### config.mk
export PLATFORM = sky130hd
export DESIGN_NAME = ram_arb2
export DESIGN_NICKNAME = d
export VERILOG_FILES = /design/src/rtl/ram_arb_pkg.sv /design/src/rtl/rr_arb2.sv /design/src/rtl/ram_arb2.sv
export SDC_FILE = /design/constraint.sdc
export NUM_CORES = 1
export LEC_CHECK = 0
export CAP_MARGIN = 10
export CORE_UTILIZATION = 42
export DETAILED_ROUTE_END_ITERATION = 12
export MAX_ROUTING_LAYER = met4
export PLACE_DENSITY = 0.8
export REMOVE_ABC_BUFFERS = 1
export SETUP_SLACK_MARGIN = 0.4
export SLEW_MARGIN = 20
export SYNTH_ARGS = -nofsm -noshare
export SYNTH_HDL_FRONTEND = slang
export SYNTH_SLANG_ARGS = --single-unit
### constraint.sdc
create_clock -name clk -period 1.6 [get_ports clk]
set_clock_uncertainty 0.1 [all_clocks]
set_input_delay 0.32 -clock clk [delete_from_list [all_inputs] [get_ports clk]]
set_output_delay 0.32 -clock clk [all_outputs]
set_load 0.02 [all_outputs]
### src/rtl/ram_arb_pkg.sv
// Shared types for the two-port RAM arbiter: FSM state encoding, default
// geometry and requester identities.
package ram_arb_pkg;

    localparam int AW_DEF = 4;
    localparam int DW_DEF = 8;

    typedef enum logic [1:0] {
        IDLE  = 2'd0,
        SERVE = 2'd1,
        RESP  = 2'd2
    } state_t;

    typedef enum logic {
        ID_A = 1'b0,
        ID_B = 1'b1
    } rid_t;

    function automatic rid_t other_id(input rid_t id);
        return (id == ID_A) ? ID_B : ID_A;
    endfunction

endpackage

### src/rtl/rr_arb2.sv
// Two-way requester pick. Round-robin on a last-granted pointer by default;
// RAMARB_FIXED_PRIO_EN makes A always win and removes the pointer.
module rr_arb2
    import ram_arb_pkg::*;
(
    input  logic clk,
    input  logic rst,
    input  logic req_a,
    input  logic req_b,
    input  logic upd,
    input  rid_t upd_id,
    output rid_t pick
);

`ifdef RAMARB_FIXED_PRIO_EN

    logic unused;
    assign unused = &{1'b0, clk, rst, req_b, upd, upd_id};

    assign pick = req_a ? ID_A : ID_B;

`else

    rid_t last;

    // Reset to B as last-granted so A is favoured first.
    always_ff @(posedge clk) begin
        if (rst)
            last <= ID_B;
        else if (upd)
            last <= upd_id;
    end

    always_comb begin
        pick = ID_A;
        if (req_a && req_b)
            pick = other_id(last);
        else if (req_b)
            pick = ID_B;
    end

`endif

endmodule

### src/rtl/ram_arb2.sv
// Arbitrates two requesters onto one single-port RAM with a registered read.
// Optional RAMARB_FIXED_PRIO_EN selects fixed A-first priority.
module ram_arb2
    import ram_arb_pkg::*;
#(
    parameter int AW = AW_DEF,
    parameter int DW = DW_DEF
) (
    input  logic          clk,
    input  logic          rst,
    input  logic          req_a,
    input  logic          req_b,
    input  logic          we_a,
    input  logic          we_b,
    input  logic [AW-1:0] addr_a,
    input  logic [AW-1:0] addr_b,
    input  logic [DW-1:0] wdata_a,
    input  logic [DW-1:0] wdata_b,
    output logic          gnt_a,
    output logic          gnt_b,
    output logic          rvalid_a,
    output logic          rvalid_b,
    output logic [DW-1:0] rdata_a,
    output logic [DW-1:0] rdata_b,
    output logic          ram_read,
    output logic          ram_write,
    output logic [AW-1:0] ram_addr,
    output logic [DW-1:0] ram_din,
    input  logic [DW-1:0] ram_dout
);

    state_t        state;
    rid_t          id;
    rid_t          pick;
    logic          we_q;
    logic [DW-1:0] hold_a;
    logic [DW-1:0] hold_b;

    logic          sel_we;
    logic [AW-1:0] sel_addr;
    logic [DW-1:0] sel_wdata;

    rr_arb2 u_arb (
        .clk    (clk),
        .rst    (rst),
        .req_a  (req_a),
        .req_b  (req_b),
        .upd    (gnt_a | gnt_b),
        .upd_id (id),
        .pick   (pick)
    );

    always_comb begin
        sel_we    = we_a;
        sel_addr  = addr_a;
        sel_wdata = wdata_a;
        if (pick == ID_B) begin
            sel_we    = we_b;
            sel_addr  = addr_b;
            sel_wdata = wdata_b;
        end
    end

    // Strobes are loaded on the IDLE->SERVE edge so they are live for exactly
    // the SERVE cycle; ram_addr/ram_din double as the latched operands.
    always_ff @(posedge clk) begin
        if (rst) begin
            state     <= IDLE;
            id        <= ID_A;
            we_q      <= 1'b0;
            gnt_a     <= 1'b0;
            gnt_b     <= 1'b0;
            rvalid_a  <= 1'b0;
            rvalid_b  <= 1'b0;
            ram_read  <= 1'b0;
            ram_write <= 1'b0;
            ram_addr  <= '0;
            ram_din   <= '0;
            hold_a    <= '0;
            hold_b    <= '0;
        end else begin
            gnt_a     <= 1'b0;
            gnt_b     <= 1'b0;
            rvalid_a  <= 1'b0;
            rvalid_b  <= 1'b0;
            ram_read  <= 1'b0;
            ram_write <= 1'b0;
            if (rvalid_a)
                hold_a <= ram_dout;
            if (rvalid_b)
                hold_b <= ram_dout;
            case (state)
                IDLE: begin
                    if (req_a || req_b) begin
                        id        <= pick;
                        we_q      <= sel_we;
                        ram_addr  <= sel_addr;
                        ram_din   <= sel_wdata;
                        ram_write <= sel_we;
                        ram_read  <= ~sel_we;
                        gnt_a     <= (pick == ID_A);
                        gnt_b     <= (pick == ID_B);
                        state     <= SERVE;
                    end
                end
                SERVE: begin
                    if (we_q) begin
                        state <= IDLE;
                    end else begin
                        rvalid_a <= (id == ID_A);
                        rvalid_b <= (id == ID_B);
                        state    <= RESP;
                    end
                end
                RESP:    state <= IDLE;
                default: state <= IDLE;
            endcase
        end
    end

    // RAM data arrives during RESP; pass it through then, hold it afterwards.
    assign rdata_a = rvalid_a ? ram_dout : hold_a;
    assign rdata_b = rvalid_b ? ram_dout : hold_b;

endmodule

==> results.md, run 1 <==
* GRT Total Usage at 0.252
* Top cell type's share of synthesized area at 0.470
* Final Cycle Share at 1.05
* Diodes inserted at 0
* Worst hold path type: reg2reg
* Grt total ovfl at 0
* Area leader, netlist: dfxtp_1
* DR vias/cell at 5.36
* Synthesized cell area at 1660 sq um
* Status: complete, but fails checks
* Slowest CP cell: dfxtp_4
* Critical Path AT at roughly 1.3 ns
* Initial antenna violation count at 0
* Port-buffer cells at 71
* CP cell instances: clkbuf_16 -> mux2_4 -> buf_6
* Power share of the combinational group at 0.288
* Pins over their slew limit at 0
* Final setup vio count at 16
* Io pins at 72
* Tmin final at ~1.7 ns
* Sw Share at 0.276
* CTS buffer count at 5
* DRC errors left at 0
* Req. time, crit path at 1.18 ns
* Share of layout cells above drive strength 1 at 0.646
* Nets at 294
* Root Buffer: clkbuf_8
* Initial Util at 0.447
* Routability congestion estimate at 0.771
* Cell-internal power at 0.00212 W
* Post-DRT Antenna Nets at 0
* Via count at 1636
* CTS sink cnt at 39
* Clock Power Share at 0.335
* Core area at 3720 sq um
* Power per Cell Area at between 900 and 1000 nW/um^2
* Drt first pass iters at 4
* Sequential Power Share at 0.377
* Worst vdd ir at 0.000680 V
* Die width at roughly 65 microns
* Largest cells by area after synthesis: dfxtp_1, mux2_2, a311oi_2, nor2b_1, nand2_1
* Worst Tran Pin Value at about 0.28 ns
* Area growth, synth to finish at 92.5%
* Avg Cell Area, Syn at between 10 and 15 sq um
* Die area at 4210 sq um
* Clock buffer depth at 2
* Sw power at 0.000809 W
* Reg clk slew, reported paths at about 0.09 ns
* Final Hold Viols at 0
* Largest net degree at the start of global routing at 18
* CTS HTree Levels at 2
* P_leak at 1.35 nW
* FF+latch count, synth at 39
* Vias in the first global route at 1649
* First-pass GRT wire length at about 7600 microns
* CTS tree: yes
* Worst Setup End Kind: output pin
* DRT iter0 DRCs at 58
* WHS at 0.382 ns
* Max Freq at approximately 590 MHz
* Final worst slack at -0.0838 ns
* Worst Path Class, Setup: reg2out
* Total length of routed wires at 5770 microns
* # rows at 22
* Crit-path max FO at 4
* Hold buffer count at CTS at 0
* Register area share after synthesis at 0.470
* CP peak stage delay at a little under 0.4 ns
* Failing checks: negative setup slack
* YS warnings at 0
* Worst rel slew slack at 0.811
* Max cap viols at 0
* Chip height at 64.9 microns
* Unrepaired setup endpoints after global routing: yes
* CP startpoint kind: flop
* WL/cell at between 15 and 20 microns
* Post-DP HPWL at between 3000 and 4000 microns
* DP Worst Slack at -0.396 ns
* Yosys cell types at 29
* Cells after synthesis at 156
* Worst-Skew Late Latency at 0.30 ns
power by group through the flow:
stage	clock [W]	combinational [W]	sequential [W]
after floorplan	0	0.000226	0.00115
after global routing	0.00105	0.000880	0.00111
final	0.000981	0.000843	0.00110
after CTS	0.000988	0.000678	0.00110
after global placement	0	0.000592	0.00110
after detailed placement	0	0.000608	0.00110
repair_timing:
item,in CTS,in global routing
resized for setup,218,84
endpoints found under the hold margin,0,0
gates cloned,2,2
pin swaps,27,11
buffers inserted,7,11
endpoints found under the setup margin,55,55
registers in the layout, summed over array words and instances, names as in the netlist:
| name | count |
|---|---|
| hold_a | 8 |
| hold_b | 8 |
| ram_din | 8 |
| ram_addr | 4 |
| state | 2 |
| gnt_a | 1 |
| gnt_b | 1 |
| id | 1 |
| ram_read | 1 |
| ram_write | 1 |
| rvalid_a | 1 |
| rvalid_b | 1 |
| u_arb.last | 1 |
| we_q | 1 |
through the flow:
step | total power [W] | TNS [ns] | utilization | cells | cell area (sq um)
2_1_floorplan | 0.00138 | 0 | - | 144 | 1580
3_3_place_gp | 0.00169 | -7.68 | 0.670 | 275 | 2490
3_5_place_dp | 0.00171 | -8.49 | 0.670 | 275 | 2490
4_1_cts | 0.00276 | -1.41 | 0.752 | 292 | 2790
5_1_grt | 0.00303 | -1.67 | 0.860 | 305 | 3200
6_report | 0.00293 | -1.10 | 0.860 | 305 | 3200
cells in the final DEF, fill, tap and decap left out, drive strengths merged, types with 2 or more instances in the layout:
master	n
buf	66
dfxtp	39
clkdlybuf4s50	35
nand2	26
nor2b	17
mux2	16
a21oi	14
a311oi	12
clkbuf	8
nor3	4
nor2	4
bufinv	2
synthesized netlist by cell type:
cell,count
a211oi_2,1
a21bo_2,1
a21boi_2,1
a21oi_1,7
a21oi_2,7
a311oi_1,3
a311oi_2,9
and2_1,1
buf_2,4
buf_4,4
buf_6,2
clkbuf_1,2
dfxtp_1,39
mux2_2,16
mux2i_2,1
nand2_1,25
nand2_2,1
nand3_1,1
nand3b_1,1
nor2_1,3
nor2_2,1
nor2b_1,17
nor3_1,3
nor3_2,1
nor3b_2,1
nor4b_2,1
o21ai_0,1
o31ai_1,1
or2_1,1
layout make-up:
class / count / area [sq um]
well taps: 48 / 60.1
repair buffers: 105 / 1130
flip-flops and latches: 39 / 812
multi-input cells: 105 / 1060
clock buffers: 5 / 68.8
clock inverters: 3 / 67.6
fillers: 189 / 519
logic make-up (layout without fill, tap and decap cells):
logic type | count (synthesis) | after routing | share of synthesized area
AND/OR/NAND/NOR | 57 | 57 | 0.182
flip-flops | 39 | 39 | 0.470
multiplexers | 17 | 17 | 0.117
buffers and inverters | 12 | 113 | 0.0482
AO/OA/AOI/OAI | 31 | 31 | 0.183
layer usage:
| metal | wire length, microns | GRT usage | vias up |
|---|---|---|---|
| met3 | 392 | 0.0775 | 19 |
| met2 | 3040 | 0.461 | 90 |
| met1 | 2140 | 0.249 | 783 |
| met5 | 0 | - | - |
| li1 | - | - | 744 |
| met4 | 191 | 0.0917 | 0 |
path summary, 6_finish.rpt:
kind,start,to,slack [ns],depth (start not counted)
worst max-delay path,rvalid_a,rdata_a[5],-0.08,3
worst min-delay path,id,rvalid_a,0.38,1
worst max register to register,rvalid_a,hold_a[5],0.30,4
worst min register to register,id,rvalid_a,0.38,1
worst max-delay path, delay by kind of cell (launching register included):
| kind | cells | cell delay [ns] |
|---|---|---|
| flip-flops | 1 | 0.39 |
| multiplexers | 1 | 0.31 |
| buffers and inverters | 2 | 0.27 |
(Power assumes the default switching activity.)
==> run 2, diff against run 1 <==
CAP_MARGIN = 20   (was 10)
==> results of run 2 <==
Same layout as run 1: the final DEF is identical, and so are final timing and power.
